[config.mk]
export PLATFORM = sky130hd
export DESIGN_NAME = soc_dma_master_flat
export DESIGN_NICKNAME = d
export VERILOG_FILES = /design/src/rtl/soc_dma_master_pkg.sv /design/src/rtl/soc_dma_master_if.sv /design/src/rtl/soc_dma_master_bus_adapter.sv /design/src/rtl/soc_dma_master.sv /design/src/flat_wrapper.sv
export SDC_FILE = /design/constraint.sdc
export NUM_CORES = 1
export LEC_CHECK = 0
export CAP_MARGIN = 20
export CELL_PAD_IN_SITES_DETAIL_PLACEMENT = 2
export CELL_PAD_IN_SITES_GLOBAL_PLACEMENT = 2
export CORE_UTILIZATION = 27
export CTS_BUF_LIST = sky130_fd_sc_hd__clkbuf_16
export DETAILED_ROUTE_END_ITERATION = 7
export PLACE_DENSITY_LB_ADDON = 0.05
export RECOVER_POWER = 100
export SETUP_SLACK_MARGIN = 0.4
export SYNTH_ARGS = -nofsm -noshare
export SYNTH_HDL_FRONTEND = slang
export SYNTH_HIERARCHICAL = 1
export SYNTH_SLANG_ARGS = --single-unit
export TNS_END_PERCENT = 30
[constraint.sdc]
create_clock -name clk -period 2.7 [get_ports clk]
set_clock_uncertainty 0.05 [all_clocks]
set_input_delay 0.54 -clock clk [delete_from_list [all_inputs] [get_ports clk]]
set_output_delay 0.54 -clock clk [all_outputs]
set_load 0.02 [all_outputs]
[src/rtl/soc_dma_master_pkg.sv]
// Shared DMA types and SoC integration constants.
package globalconf;

    typedef enum logic [1:0] {
        IDLE   = 2'd0,
        READ   = 2'd1,
        WRITE  = 2'd2,
        FINISH = 2'd3
    } dma_state_t;

    localparam int unsigned DMA_TIMEOUT_CYCLES = 255;
    localparam int unsigned DMA_LEN_WIDTH      = 16;

    // Register map offsets of the DMA block in the SoC peripheral space.
    localparam logic [31:0] ADDR_DMA_SRC    = 32'h0000_0000;
    localparam logic [31:0] ADDR_DMA_DST    = 32'h0000_0004;
    localparam logic [31:0] ADDR_DMA_LEN    = 32'h0000_0008;
    localparam logic [31:0] ADDR_DMA_CTRL   = 32'h0000_000C;
    localparam logic [31:0] ADDR_DMA_STATUS = 32'h0000_0010;

endpackage

[src/rtl/soc_dma_master_if.sv]
// SoC memory interconnect port: one request/ready handshake per word.
interface SoC_MemBus;

    logic        mem_req;
    logic [31:0] mem_addr;
    logic        mem_we;
    logic [3:0]  mem_be;
    logic [31:0] mem_wdata;
    logic        mem_ready;
    logic [31:0] mem_rdata;

    modport Master (
        output mem_req, mem_addr, mem_we, mem_be, mem_wdata,
        input  mem_ready, mem_rdata
    );

    modport Slave (
        input  mem_req, mem_addr, mem_we, mem_be, mem_wdata,
        output mem_ready, mem_rdata
    );

endinterface

[src/rtl/soc_dma_master_bus_adapter.sv]
// Maps the DMA engine's flat bus signals onto the interconnect master port.
module soc_dma_bus_adapter (
    input  logic        i_req,
    input  logic [31:0] i_addr,
    input  logic        i_we,
    input  logic [31:0] i_wdata,
    output logic        o_ready,
    output logic [31:0] o_rdata,
    SoC_MemBus.Master   bus
);

    // Pure wiring; full-word accesses only, so byte enables are constant.
    assign bus.mem_req   = i_req;
    assign bus.mem_addr  = i_addr;
    assign bus.mem_we    = i_we;
    assign bus.mem_be    = 4'b1111;
    assign bus.mem_wdata = i_wdata;
    assign o_ready       = bus.mem_ready;
    assign o_rdata       = bus.mem_rdata;

endmodule

[src/rtl/soc_dma_master.sv]
// Single-channel word copy engine: one read then one write per word.
module soc_dma_master
    import globalconf::*;
#(
    parameter int unsigned LEN_WIDTH      = DMA_LEN_WIDTH,
    parameter int unsigned TIMEOUT_CYCLES = DMA_TIMEOUT_CYCLES
) (
    input  logic                 clk,
    input  logic                 resn,
    input  logic                 i_start,
    input  logic                 i_abort,
    input  logic [31:0]          i_src_addr,
    input  logic [31:0]          i_dst_addr,
    input  logic [LEN_WIDTH-1:0] i_length,
    output logic                 o_busy,
    output logic                 o_done,
    output logic                 o_error,
    output logic [LEN_WIDTH-1:0] o_words_done,
    SoC_MemBus.Master            bus
);

    localparam int unsigned TCNT_W = (TIMEOUT_CYCLES > 1) ? $clog2(TIMEOUT_CYCLES) : 1;

    dma_state_t           r_state,      w_state_nxt;
    logic [31:0]          r_src,        w_src_nxt;
    logic [31:0]          r_dst,        w_dst_nxt;
    logic [LEN_WIDTH-1:0] r_length,     w_length_nxt;
    logic [LEN_WIDTH-1:0] r_words_done, w_words_done_nxt;
    logic [TCNT_W-1:0]    r_tcnt,       w_tcnt_nxt;
    logic                 r_error,      w_error_nxt;
    logic                 r_done,       w_done_nxt;
    logic                 r_busy,       w_busy_nxt;
    logic                 r_mem_req,    w_mem_req_nxt;
    logic [31:0]          r_mem_addr,   w_mem_addr_nxt;
    logic                 r_mem_we,     w_mem_we_nxt;
    logic [31:0]          r_mem_wdata,  w_mem_wdata_nxt;

    logic                 w_mem_ready;
    logic [31:0]          w_mem_rdata;
    logic                 w_timeout;
    logic                 w_last_word;
    logic                 w_misaligned;

    assign w_timeout    = (r_tcnt == TCNT_W'(TIMEOUT_CYCLES - 1));
    assign w_last_word  = ((r_words_done + LEN_WIDTH'(1)) == r_length);
    assign w_misaligned = (i_src_addr[1:0] != 2'b00) || (i_dst_addr[1:0] != 2'b00);

    // State and registered outputs.
    always_ff @(posedge clk) begin
        if (!resn) begin
            r_state      <= IDLE;
            r_src        <= '0;
            r_dst        <= '0;
            r_length     <= '0;
            r_words_done <= '0;
            r_tcnt       <= '0;
            r_error      <= 1'b0;
            r_done       <= 1'b0;
            r_busy       <= 1'b0;
            r_mem_req    <= 1'b0;
            r_mem_addr   <= '0;
            r_mem_we     <= 1'b0;
            r_mem_wdata  <= '0;
        end else begin
            r_state      <= w_state_nxt;
            r_src        <= w_src_nxt;
            r_dst        <= w_dst_nxt;
            r_length     <= w_length_nxt;
            r_words_done <= w_words_done_nxt;
            r_tcnt       <= w_tcnt_nxt;
            r_error      <= w_error_nxt;
            r_done       <= w_done_nxt;
            r_busy       <= w_busy_nxt;
            r_mem_req    <= w_mem_req_nxt;
            r_mem_addr   <= w_mem_addr_nxt;
            r_mem_we     <= w_mem_we_nxt;
            r_mem_wdata  <= w_mem_wdata_nxt;
        end
    end

    // Next-state and next-output logic; bus fields only move on ready or timeout.
    always_comb begin
        w_state_nxt      = r_state;
        w_src_nxt        = r_src;
        w_dst_nxt        = r_dst;
        w_length_nxt     = r_length;
        w_words_done_nxt = r_words_done;
        w_tcnt_nxt       = r_tcnt;
        w_error_nxt      = r_error;
        w_mem_req_nxt    = r_mem_req;
        w_mem_addr_nxt   = r_mem_addr;
        w_mem_we_nxt     = r_mem_we;
        w_mem_wdata_nxt  = r_mem_wdata;

        unique case (r_state)
            IDLE: begin
                if (i_start) begin
                    w_src_nxt        = i_src_addr;
                    w_dst_nxt        = i_dst_addr;
                    w_length_nxt     = i_length;
                    w_words_done_nxt = '0;
                    w_error_nxt      = 1'b0;
                    if (i_length == '0) begin
                        w_state_nxt = FINISH;
                    end else if (w_misaligned) begin
                        w_error_nxt = 1'b1;
                        w_state_nxt = FINISH;
                    end else begin
                        w_state_nxt    = READ;
                        w_mem_req_nxt  = 1'b1;
                        w_mem_we_nxt   = 1'b0;
                        w_mem_addr_nxt = i_src_addr;
                        w_tcnt_nxt     = '0;
                    end
                end
            end
            READ: begin
                if (w_mem_ready) begin
                    w_mem_wdata_nxt = w_mem_rdata;
                    w_src_nxt       = r_src + 32'd4;
                    if (i_abort) begin
                        w_error_nxt   = 1'b1;
                        w_mem_req_nxt = 1'b0;
                        w_state_nxt   = FINISH;
                    end else begin
                        w_state_nxt    = WRITE;
                        w_mem_we_nxt   = 1'b1;
                        w_mem_addr_nxt = r_dst;
                        w_tcnt_nxt     = '0;
                    end
                end else if (w_timeout) begin
                    w_error_nxt   = 1'b1;
                    w_mem_req_nxt = 1'b0;
                    w_state_nxt   = FINISH;
                end else begin
                    w_tcnt_nxt = r_tcnt + TCNT_W'(1);
                end
            end
            WRITE: begin
                if (w_mem_ready) begin
                    w_dst_nxt        = r_dst + 32'd4;
                    w_words_done_nxt = r_words_done + LEN_WIDTH'(1);
                    if (w_last_word) begin
                        w_mem_req_nxt = 1'b0;
                        w_state_nxt   = FINISH;
                    end else if (i_abort) begin
                        w_error_nxt   = 1'b1;
                        w_mem_req_nxt = 1'b0;
                        w_state_nxt   = FINISH;
                    end else begin
                        w_state_nxt    = READ;
                        w_mem_we_nxt   = 1'b0;
                        w_mem_addr_nxt = r_src;
                        w_tcnt_nxt     = '0;
                    end
                end else if (w_timeout) begin
                    w_error_nxt   = 1'b1;
                    w_mem_req_nxt = 1'b0;
                    w_state_nxt   = FINISH;
                end else begin
                    w_tcnt_nxt = r_tcnt + TCNT_W'(1);
                end
            end
            FINISH: begin
                w_state_nxt = IDLE;
            end
            default: begin
                w_state_nxt   = IDLE;
                w_mem_req_nxt = 1'b0;
            end
        endcase

        w_done_nxt = (w_state_nxt == FINISH);
        w_busy_nxt = (w_state_nxt == READ) || (w_state_nxt == WRITE);
    end

    // Interconnect-facing wiring lives only in the adapter.
    soc_dma_bus_adapter u_bus_adapter (
        .i_req   (r_mem_req),
        .i_addr  (r_mem_addr),
        .i_we    (r_mem_we),
        .i_wdata (r_mem_wdata),
        .o_ready (w_mem_ready),
        .o_rdata (w_mem_rdata),
        .bus     (bus)
    );

    assign o_busy       = r_busy;
    assign o_done       = r_done;
    assign o_error      = r_error;
    assign o_words_done = r_words_done;

endmodule

[src/flat_wrapper.sv]
// flat-port wrapper written by rule: the top's interface ports become plain ports
module soc_dma_master_flat import globalconf::*;
#(
    parameter int unsigned LEN_WIDTH      = DMA_LEN_WIDTH,
    parameter int unsigned TIMEOUT_CYCLES = DMA_TIMEOUT_CYCLES
)
  (clk, resn, i_start, i_abort, i_src_addr, i_dst_addr, i_length, o_busy, o_done, o_error, o_words_done, bus_mem_req, bus_mem_addr, bus_mem_we, bus_mem_be, bus_mem_wdata, bus_mem_ready, bus_mem_rdata);
  SoC_MemBus bus_i ();
  input  logic clk;
  input  logic resn;
  input  logic i_start;
  input  logic i_abort;
  input  logic [31:0] i_src_addr;
  input  logic [31:0] i_dst_addr;
  input  logic [LEN_WIDTH-1:0] i_length;
  output logic o_busy;
  output logic o_done;
  output logic o_error;
  output logic [LEN_WIDTH-1:0] o_words_done;
  output wire logic [$bits(bus_i.mem_req)-1:0] bus_mem_req;
  output wire logic [$bits(bus_i.mem_addr)-1:0] bus_mem_addr;
  output wire logic [$bits(bus_i.mem_we)-1:0] bus_mem_we;
  output wire logic [$bits(bus_i.mem_be)-1:0] bus_mem_be;
  output wire logic [$bits(bus_i.mem_wdata)-1:0] bus_mem_wdata;
  input wire logic [$bits(bus_i.mem_ready)-1:0] bus_mem_ready;
  input wire logic [$bits(bus_i.mem_rdata)-1:0] bus_mem_rdata;
  assign bus_mem_req = bus_i.mem_req;
  assign bus_mem_addr = bus_i.mem_addr;
  assign bus_mem_we = bus_i.mem_we;
  assign bus_mem_be = bus_i.mem_be;
  assign bus_mem_wdata = bus_i.mem_wdata;
  assign bus_i.mem_ready = bus_mem_ready;
  assign bus_i.mem_rdata = bus_mem_rdata;
  soc_dma_master #(.LEN_WIDTH(LEN_WIDTH), .TIMEOUT_CYCLES(TIMEOUT_CYCLES)) u_core (.clk(clk), .resn(resn), .i_start(i_start), .i_abort(i_abort), .i_src_addr(i_src_addr), .i_dst_addr(i_dst_addr), .i_length(i_length), .o_busy(o_busy), .o_done(o_done), .o_error(o_error), .o_words_done(o_words_done), .bus(bus_i));
endmodule
### Word-level counts from Yosys, hierarchy flattened

Cells that the tools add are included.

| cells by class | value |
|---|---|
| $add $sub $neg | 4 |
| multiplexer cells | 64 |
| eq/ne operators | 17 |
| reductions and logical operators | 17 |

Operator list:

| kind | number |
|---|---|
| $mux 32 | 12 |
| $pmux 32 s2 | 2 |
| $pmux 32 s3 | 1 |
| $add 32x3->32 const B | 2 |
| $mux 8 | 8 |
| $mux 16 | 2 |
| $pmux 16 s2 | 1 |
| $mux 1 | 25 |
| $pmux 8 s3 | 1 |
| $add 16x1->16 const B | 1 |
| $eq 16x16->1 | 1 |
| $logic_not 16->1 | 1 |
| $mux 2 | 8 |
| $ne 2x2->1 const B | 8 |
| $pmux 1 s3 | 3 |
| $reduce_and 3->1 | 3 |
| $reduce_and 9->1 | 1 |
| $add 8x1->8 const B | 1 |
| $eq 2x2->1 const B | 4 |
| $eq 8x8->1 const B | 1 |
| $pmux 2 s4 | 1 |
| $reduce_bool 2->1 | 4 |
| $reduce_and 5->1 | 1 |
| $eq 2x1->1 const B | 2 |
| 6 further kinds | 8 |

| storage, ports and cells | value |
|---|---|
| bits of input ports | 117 |
| output and inout port bits | 89 |
| logic and storage cells | 115 |
| register bits | 175 |

### Depth between registers and ports, before layout

| logic depth | value |
|---|---|
| depth after elaboration | 8 |
| mapped depth | 12 |

### Cells and area by module

Netlist, hierarchy kept.

By module, submodules not included:

| module | sequential area each (um2) | cells each | times used | area an instance (um2) |
|---|---|---|---|---|
| soc_dma_master | 3503.4 | 1223 | 1 | 9574.2 |
| soc_dma_bus_adapter | 0.0 | 104 | 1 | 777.0 |

### Worst setup path after synthesis

OpenSTA, ideal clock, no wires.

| timing path | value |
|---|---|
| kind | reg-to-reg |
| start | reg u_core.r_words_done[1], in the netlist u_core/o_words_done[1] |
| end | reg u_core.r_mem_addr[0] |
| required time | 2578 ps |
| clock period less this slack | 2677 ps |
| cell stages (with the launch flop) | 10 |
| path slack | 23 ps |
| arrival time | 2555 ps |
| cells stage by stage | dfxtp_1 -> ha_1 -> clkbuf_1 -> xnor2_1 -> or4_1 -> a31oi_1 -> nand2_2 -> o21ai_4 -> buf_12 -> mux2i_1 |

| between the ends | value |
|---|---|
| longest elaborated chain between the ends | 4 |

RTL lines:

| item | line | text |
|---|---|---|
| from (decl) | soc_dma_master.sv:28 | `logic [LEN_WIDTH-1:0] r_words_done, w_words_done_nxt;` |
| from (signal assigned) | soc_dma_master.sv:69 | `r_words_done <= w_words_done_nxt;` |
| $add 16x1->16 | soc_dma_master.sv:45 | `assign w_last_word = ((r_words_done + LEN_WIDTH'(1)) == r_length);` |
| $eq 16x16->1 | soc_dma_master.sv:45 |  |
| $ne 2x2->1 (no line) | - |  |
| $reduce_and 9->1 (no line) | - |  |
| to (signal assigned) | soc_dma_master.sv:75 | `r_mem_addr <= w_mem_addr_nxt;` |
| to (decl) | soc_dma_master.sv:34 | `logic [31:0] r_mem_addr, w_mem_addr_nxt;` |

No other way between the ends.
A chain may end at the register's enable or synchronous reset.

### Final worst setup path

| timing path | value |
|---|---|
| start | reg u_core.r_words_done[1], in the netlist u_core/o_words_done[1] |
| end | reg u_core.r_mem_addr[4] |

The elaborated chain is that of the path after synthesis.

==> results.sh <==
export IMPL_status="completed"
export IMPL_drv_cap=0
export IMPL_dp_hpwl_um=27800
export IMPL_synth_top_area_share_pct=33.8
export IMPL_intPower_mw=6.59
export IMPL_finalMaxSlewViolations=0
export IMPL_die_h_um=198
export IMPL_seq_area_frac_synth_pct=33.8
export IMPL_gr_usage_all_layers_pct=20.4
export IMPL_avgSynthCellArea_um2=7.80
export IMPL_dr_pass1_iters=4
export IMPL_hold_class="reg2reg"
export IMPL_seq_power_share_pct=33.0
export IMPL_ys_types=68
export IMPL_cts_tree="yes"
export IMPL_p_sw_share_pct=40.2
export IMPL_critPathLaunchType="flip-flop"
export IMPL_fmax_mhz=393
export IMPL_wl_per_cell_um=20.0
export IMPL_grt_start_max_net_pins=81
export IMPL_clockPowerShare_pct=24.0
export IMPL_syn_area_um2=10400
export IMPL_overflow=0
export IMPL_core_rowCount=71
export IMPL_min_period_ps=2540
export IMPL_final_nets=1595
export IMPL_ir_drop_mv=0.507
export IMPL_yosys_top_cells_area="dfxtp_1 34%, nand2_1 8.9%, buf_4 7.5%"
export IMPL_start_util_pct=27.5
export IMPL_antenna_found_initial=1
export IMPL_viasPerCell=5.01
export IMPL_arrival_ps=2870
export IMPL_synth_seq_cells=175
export IMPL_grt_pass1_vias=10617
export IMPL_final_common_cell="nand2_1"
export IMPL_placedCellCount=1933
export IMPL_dieArea_um2=39100
export IMPL_clkSinkCount=175
export IMPL_combPwrFrac_pct=43.0
export IMPL_cts_buffers=17
export IMPL_dp_slack_ps=-286
export IMPL_fin_crit_sh_pct=94.2
export IMPL_vias=9983
export IMPL_final_hold_viol_count=0
export IMPL_critPathMaxFanout=10
export IMPL_num_fill_cells=4309
export IMPL_rsz0062_at_grt="true"
export IMPL_core_area_um2=37700
export IMPL_p_switching_mw=4.43
export IMPL_drive_above_1_share_pct=14.0
export IMPL_place_congestion=0.778
export IMPL_cpPeakStageDelay_ps=500
export IMPL_tightest_slew_ps=956
export IMPL_worst_path_most_repeated_cell="buf_12"
export IMPL_htree_num_levels=4
export IMPL_wl_um=39800
export IMPL_root_buffer="clkbuf_16"
export IMPL_final_cell_area_um2=13700
export IMPL_p_leak_nw=5.25
export IMPL_ant_nets=0
export IMPL_power_total_mw=11.0
export IMPL_worst_ep_required_time_ps=3030
export IMPL_io_pins=206
export IMPL_synth_edf_count=0
export IMPL_setup_violations_final=0
export IMPL_path_clk_slew_ps=70
export IMPL_cp_slowest_cell="or4_4"
export IMPL_final_cells=1992
export IMPL_placed_area_um2=12700
export IMPL_drc=0
export IMPL_final_cell_mix="245 x nand2_1, 162 x dfxtp_1, 134 x a21oi_1, 114 x clkdlybuf4s50_1, 89 x buf_4"
export IMPL_portBuffers=201
export IMPL_drt_initial_drc_count=344
export IMPL_worst_setup_path_end_kind="flip-flop"
export IMPL_path_class="reg2reg"
export IMPL_area_growth_pct=32.4
export IMPL_final_util_pct=36.4
export IMPL_relSlewSlack_pct=36.2
export IMPL_ys_async_sr_fraction_pct=0
export IMPL_layout_setup_ws_ps=157
export IMPL_yosys_most_used_dff="dfxtp_1"
export IMPL_clk_latency_ps=450
export IMPL_synthCells=1327
export IMPL_p_per_area_nw_per_um2=804
export IMPL_grt_first_pass_wirelength_um=61300
export IMPL_die_x_um=198
export IMPL_synth_top_area_cell="dfxtp_1"
export IMPL_max_clock_path_buffers=2
export IMPL_yosys_warnings=6
export IMPL_cp_cell_sequence="buf_4 > nand4_1 > or4_4 > xnor2_1 > a31oi_4 > nand2_4 > o21ai_4 > buf_12 > buf_12 > buf_6 > mux2i_1"
layer usage:
layer | GRT usage, % | share of wire (%)
met2 | 36.5 | 51
met1 | 24.9 | 45
met4 | 4.97 | 1.6
met5 | 0 | 0
met3 | 4.05 | 3.2
power by group through the flow:
| stage | combinational [mW] | clock [mW] | sequential (mW) |
|---|---|---|---|
| after floorplan | 3.03 | 0 | 3.56 |
| after global placement | 4.45 | 0 | 3.71 |
| after detailed placement | 4.54 | 0 | 3.73 |
| after CTS | 4.85 | 2.76 | 3.67 |
| after global routing | 5.18 | 2.85 | 3.72 |
| final | 4.74 | 2.64 | 3.64 |
kinds of logic (layout without fill, tap and decap cells):
family                   after synthesis  after routing  share of synthesized area, %
AO/OA/AOI/OAI                        334            334                          20.5
adder cells (fa/ha/maj)               11             11                          1.33
multiplexers                          68             68                          6.61
flip-flops                           175            175                          33.8
buffers and inverters                215            365                          12.1
XOR/XNOR                              37             37                          3.13
other                                  1              5                        0.0362
AND/OR/NAND/NOR                      486            486                          22.4
cell type report:
| class | count | area, µm² | share of cell area (%) |
|---|---|---|---|
| clock buffers | 17 | 425 | 3.10 |
| flip-flops and latches | 175 | 3540 | 25.9 |
| diodes | 1 | 2.50 | 0.0183 |
| inverters | 16 | 62.6 | 0.456 |
| multi-input cells | 940 | 5790 | 42.2 |
| repair buffers | 317 | 3080 | 22.5 |
| well taps | 511 | 639 | 4.66 |
| clock inverters | 15 | 168 | 1.22 |
final timing paths:
path                                             start                      to  slack [ps]  cells past startpoint
worst max-delay path            u_core/o_words_done[1]    u_core/r_mem_addr[4]         160                     11
worst min-delay path            u_core/r_mem_wdata[28]  u_core/r_mem_wdata[28]         400                      2
worst max register to register  u_core/o_words_done[1]    u_core/r_mem_addr[4]         160                     11
worst min register to register  u_core/r_mem_wdata[28]  u_core/r_mem_wdata[28]         400                      2
sequential cells by signal, indices dropped and copies added (netlist names):
register             cells
u_core/o_error           1
u_core/r_mem_we          1
u_core/o_busy            1
u_core/r_length         16
u_core/r_dst            32
u_core/r_mem_wdata      32
u_core/r_state           2
u_core/r_mem_addr       32
u_core/r_src            32
u_core/o_done            1
u_core/r_mem_req         1
u_core/r_tcnt            8
u_core/o_words_done     16
cells in the mapped netlist, types with 5 or more instances:
library cell,n
a211oi_1,7
a21o_1,8
a21oi_1,137
a221oi_1,14
a22oi_1,45
a31o_2,5
a31oi_1,6
and2_1,17
and3_1,11
buf_1,13
buf_2,8
buf_4,103
clkbuf_1,72
dfxtp_1,175
ha_1,11
inv_1,16
mux2i_1,65
nand2_1,246
nand2b_1,7
nand3_1,41
nand4_1,26
nand4b_1,6
nor2_1,59
nor3_1,25
nor4_1,11
o211ai_1,36
o21ai_0,42
o221ai_1,10
o22ai_1,7
or3_1,6
xnor2_1,21
xor2_1,16
metrics by stage:
stage / hold slack, ps / setup TNS (ps)
finish: 404 / 0
global route: 400 / 0
CTS: 389 / 0
detailed placement: 398 / -6230
global placement: 392 / -3860
floorplan: 382 / 0
worst max-delay path, delay by kind of cell, from the launching register on:
kind / cells / cell delay, ps
AND/OR/NAND/NOR: 3 / 780
XOR/XNOR: 1 / 180
multiplexers: 1 / 190
flip-flops: 1 / 360
AO/OA/AOI/OAI: 2 / 350
buffers and inverters: 4 / 550
what timing repair did:
item	4_1_cts	5_1_grt
gates resized for setup	23	15
endpoints found under the hold margin	0	0
setup buffers	15	8
endpoints found under the setup margin	52	86
cloned	2	1
pin swaps	9	12
hold buffers	0	0
No activity file was read; power rests on OpenSTA's default activity.
==> RTL change 1: new RTL, same settings <==
`DMA_LEN_WIDTH`: 16 -> 32.
--- a/src/rtl/soc_dma_master_pkg.sv
+++ b/src/rtl/soc_dma_master_pkg.sv
@@ -11,3 +11,3 @@
     localparam int unsigned DMA_TIMEOUT_CYCLES = 255;
-    localparam int unsigned DMA_LEN_WIDTH      = 16;
+    localparam int unsigned DMA_LEN_WIDTH      = 32;
 
Ports: changed (resized i_length and o_words_done); port bits go from 206 to 238. No check against the original RTL was run, so the function may have changed too.
==> RTL change 1 against the original RTL <==
  * The flow now finishes with violations (negative setup slack)
  * Hold slack better by 1.1 ps
  * Power rose by 21%
  * Synthesized area increased by 20%
  * Setup slack got worse by 840 ps
  * Design area grew 29%
  * Sequential cell count rose by 32
  * First-iteration DRC count increased by 49%
  * Wire length rose by 39%
  * Cell count up 28%
  * Critical path type unchanged
  * Critical endpoint is now u_core/r_mem_addr[31]
  * Largest power group unchanged
  * Highest routed layer is now met5
==> RTL change 1: results (changes against the original RTL) <==
Parameter                              Value

Placement
  Gpl congestion    0.8466 (+8.8%)
  Post-placement worst setup slack    -920.0 ps (-633.6 ps)
  Number of input and output port buffers inserted    233 (+16%)

Clock network
  Latest clock arrival within the worst-skew pair    570 ps (+120 ps)
  Number of buffers between clock root and the deepest sink    3 (+1)
  Cts bufs inserted    28 (+11)
  H-tree depth    1 (-3)

GRT
  Global-route wire length before repair    84.37 mm (+38%)
  Via count of the first global-routing pass    14,333 (+35%)
  Overall Global Routing Usage    23.09% (+2.7 points)
  Maximum number of pins on one net before global-route repair    80 (-1.2%)

Detailed routing
  Iteration-0 DRC Markers    514 (+49%)
  Number of iterations in the first detailed-routing pass    4 (unchanged)
  Total wirelength of the detailed-routed design    55.47 mm (+39%)
  Count of vias placed by the detailed router    13,228 (+33%)

Power
  Static Leakage    6.725 nW (+28%)
  Worst-case vdd ir drop    0.0006143 V (+21%)
  Internal power consumption    8.282 mW (+26%)

Critical path
  Arrival time of data at the critical path endpoint    3820 ps (+950 ps)
  Critical-path maximum fanout    8 (-2)
  Maximum single-stage delay on the critical path    560 ps (+60 ps)

STA
  Headroom to the max-slew limit    49.78% (+14 points)
  Sum Neg Setup Slack    -26,850 ps (-26,850 ps)
  Number of failing setup endpoints in the final timing report    46 (+46)
  Slack of the critical path    -678.3 ps (-835.4 ps)

Synthesis
  Netlist cell types    67 (-1.5%)
  Most area-consuming cells after synthesis    dfxtp_1, nand2_1, a21oi_1
  Proportion of synthesized chip area in sequential cells    33.34% (-0.50 points)
  Most used standard cells in the synthesized netlist    nand2_1, dfxtp_1, a21oi_1
  Fraction of the mapped netlist area in adder cells    1.107% (-0.22 points)

Final layout
  Fillers    5,160 (+20%)
  Number of antenna repair diodes    0 (-1)

Run status
  Violated checks    negative setup slack
  Status    finished with violations
-- RTL change 1: cell types whose count changed after synthesis, sizes merged, moves of 13 or more --
| cell | delta |
|---|---|
| nand2 | +45 |
| nor2 | +30 |
| clkbuf | +39 |
| dfxtp | +32 |
| nand3 | +21 |
| o21ai | +13 |
| a21oi | +33 |
| nor4 | +16 |
-- RTL change 1: final timing paths --
kind / start / end / slack [ps]
setup / recovery: u_core/o_words_done[3] / u_core/r_mem_addr[31] / -680
hold / removal: u_core/r_mem_wdata[12] / u_core/r_mem_wdata[12] / 400
setup reg to reg: u_core/o_words_done[3] / u_core/r_mem_addr[31] / -680
hold reg to reg: u_core/r_mem_wdata[12] / u_core/r_mem_wdata[12] / 400
-- RTL change 1: power groups by stage --
stage / clock [mW] / sequential [mW] / combinational [mW]
6_report: 4.01 / 4.18 / 5.15
2_1_floorplan: 0 / 4.04 / 3.15
3_5_place_dp: 0 / 4.22 / 4.86
5_1_grt: 4.25 / 4.25 / 5.59
3_3_place_gp: 0 / 4.20 / 4.75
4_1_cts: 4.12 / 4.18 / 5.13
-- RTL change 1: kinds of logic (layout without fill, tap and decap cells) --
kind of cell / count (synthesis) / in the layout
fa+ha+maj: 11 / 11
buf+inv: 254 / 560
xor+xnor: 52 / 52
mux: 69 / 69
flops: 207 / 207
simple gates: 626 / 626
compound gates: 421 / 421
other cells: 1 / 4
-- RTL change 1: final cells by class --
type,instances,area share [%]
clock buffers,28,3.959
repair buffers,485,24.79
inverters,23,0.5019
clock inverters,24,1.555
multi-input cells,1183,41.29
well taps,600,4.242
flip-flops and latches,207,23.66
-- RTL change 1: what timing repair did --
action                                  in CTS  in global routing
endpoints found under the setup margin     114                106
pin swaps                                   10                 21
resized for setup                           67                 56
gates cloned                                 2                  1
buffers inserted                             4                  0
-- RTL change 1: metal layers --
layer  track usage, %  up-vias  routed length (um)
met4            8.991        2                2089
met5                0        -                  13
met1            27.78     6556               24190
met2            40.90      239               27010
met3            3.593       91                2173
li1                 -     6340                   -
-- RTL change 1: worst min-delay path: cells and delay by family, from the launching register on --
kind	cells	cell delay (ps)
compound gates	1	50
flops	1	310
simple gates	1	50
-- RTL change 1: per-stage QoR --
stage	hold WS [ps]	total power, mW	cell area, um^2	cells
after floorplan	381.6	7.189	12490	1644
after global placement	392.2	8.951	16290	2491
after detailed placement	402.3	9.081	16290	2491
after CTS	411.8	13.42	17520	2549
after global routing	428.7	14.10	17700	2550
final	404.9	13.34	17700	2550
==> RTL change 2: new RTL, config.mk and constraints unchanged <==
Without the edit above. One comparison of `r_tcnt` changes from == to >=.
--- a/src/rtl/soc_dma_master.sv
+++ b/src/rtl/soc_dma_master.sv
@@ -43,3 +43,3 @@
 
-    assign w_timeout    = (r_tcnt == TCNT_W'(TIMEOUT_CYCLES - 1));
+    assign w_timeout    = (r_tcnt >= TCNT_W'(TIMEOUT_CYCLES - 1));
     assign w_last_word  = ((r_words_done + LEN_WIDTH'(1)) == r_length);
Behaviour: same outputs for any inputs over 4 cycles, from zero or initial values; that may be too few to reach the edited logic, so the function may still have changed.
==> RTL change 2 against the original RTL <==
  * Cell count increased by 0.75%
  * Setup slack got worse by 130 ps
  * Wire length increased by 5.8%
  * Critical path depth increased by 2
  * Design area increased by 3.4%
  * Power increased by 1.7%
  * Sequential cell count unchanged
  * Via count increased by 3.5%
  * Maximum frequency decreased by 4.7%
  * First-iteration DRC count increased by 24%
  * Synthesized area increased by 2.8%
==> RTL change 2: results (changes against the original RTL) <==
Parameter                              Value

Placement
  Final HPWL from detailed placement    29.64 mm (+6.5%)
  Cells after DPL    1,957 (+1.2%)
  Gpl congestion    0.7729 (-0.66%)
  Number of input and output port buffers inserted    201 (unchanged)

Clock network
  H-tree depth    4 (unchanged)
  Root Driver    clkbuf_16
  Cts bufs inserted    17 (unchanged)
  Number of buffers between clock root and the deepest sink    2 (unchanged)
  Register clock-pin slew on the reported worst setup and hold paths    70 ps (about the same)
  Latest clock arrival within the worst-skew pair    450 ps (about the same)

Synthesis
  Average instance area after synthesis    7.979 um^2 (+2.3%)
  Most used standard cells in the synthesized netlist    nand2_1, dfxtp_1, buf_4
  Yosys warnings    6 (unchanged)
  Proportion of synthesized chip area in sequential cells    32.91% (-0.93 points)
  Top cell type's share of synthesized area    32.91% (-0.93 points)
  Asr flop ratio synth    0% (unchanged)
  Netlist cell types    64 (-5.9%)
  Most area-consuming cells after synthesis    dfxtp_1, nand2_1, buf_4

GRT
  Maximum number of pins on one net before global-route repair    97 (+20%)
  Global-route wire length before repair    65.11 mm (+6.1%)
  Via count of the first global-routing pass    11,052 (+4.1%)
  Overall Global Routing Usage    20.63% (+0.19 points)
  Initial antenna violation count    1 (unchanged)

STA
  Actual transition at the worst max-transition pin    844.4 ps (-111.9 ps)

Run status
  Status    completed

Final layout
  Fillers    4,384 (+1.7%)
  Share of layout cells above drive strength 1    15.86% (+1.9 points)
  Number of nets in the final layout    1,605 (+0.63%)

Critical path
  Critical-path maximum fanout    5 (-5)
  Arrival time of data at the critical path endpoint    2960 ps (+90 ps)

Detailed routing
  Post-DR wirelength/cell    20.97 um (+5.0%)
  Iteration-0 DRC Markers    426 (+24%)
  Number of iterations in the first detailed-routing pass    5 (+1)
  Vias/cell    5.147 (+2.7%)
  Count of vias placed by the detailed router    10,330 (+3.5%)

Power
  Static Leakage    5.338 nW (+1.7%)
  Worst-case vdd ir drop    0.0005119 V (+1.0%)

Min path
  Tightest Hold Check Type    in -> reg
[RTL change 2: layer usage]
layer | share of wire [%] | global-route usage (%)
met1 | 48 | 27.80
met2 | 47 | 33.71
met3 | 3.5 | 3.977
met4 | 1.1 | 5.125
met5 | 0 | 0
[RTL change 2: final cells by class]
class                           count  area share, %
Antenna cell                        1        0.01766
Clock buffer                       19          3.356
Clock inverter                     11         0.5211
Inverter                           19         0.5034
Multi-Input combinational cell    937          43.38
Sequential cell                   175          24.93
Tap cell                          518          4.575
Timing Repair Buffer              327          22.71
[RTL change 2: cell families after synthesis]
kind of cell	Yosys count	share of synthesized area [%]
other	1	0.03523
muxes	60	5.760
buffers and inverters	225	11.84
AOI/OAI and AO/OA	356	23.39
and+or+nand+nor	476	22.16
adders and majority gates	11	1.293
xor gates and xnor gates	30	2.610
DFF	175	32.91
[RTL change 2: worst max-delay path: stages (launching register included)]
cell	delay (ps)
dfxtp_4	360
ha_4	150
buf_6	120
nand3_4	100
nor4_4	330
xnor2_2	140
nor4_4	270
buf_4	180
buf_6	100
buf_6	90
buf_4	100
and4_4	270
a2111oi_4	50
o221a_2	250
[RTL change 2: final timing paths]
kind	startpoint	to	slack, ps	cells after the start
setup / recovery	u_core/o_words_done[1]	u_core/o_error	30	13
hold / removal	resn	u_core/o_error	400	2
setup reg to reg	u_core/o_words_done[1]	u_core/o_error	30	13
hold reg to reg	u_core/r_mem_addr[9]	u_core/r_mem_addr[9]	410	2
[RTL change 2: repair_timing]
action / in CTS / in global routing
gates resized for setup: 15 / 54
buffers inserted: 10 / 5
hold buffers: 0 / 0
endpoints found under the setup margin: 87 / 120
pin swaps: 12 / 26
hold endpoints to repair: 0 / 0
cloned: 2 / 2
[RTL change 2: per-stage QoR]
step | setup TNS, ps | power, mW | instance area, um^2 | setup slack, ps
5_1_grt | -1591 | 11.90 | 14170 | -76.34
2_1_floorplan | 0 | 6.574 | 10780 | 247.9
6_report | 0 | 11.22 | 14170 | 30.68
4_1_cts | 0 | 11.20 | 13900 | 10.26
3_3_place_gp | -8524 | 8.331 | 13150 | -318.6
3_5_place_dp | -7110 | 8.436 | 13150 | -341.0
[RTL change 2: where the power goes]
group          switching (mW)  internal [mW]  leakage, nW
combinational            2.79           2.27         3.62
sequential              0.575           3.13         1.44
clock                    1.11           1.34        0.282
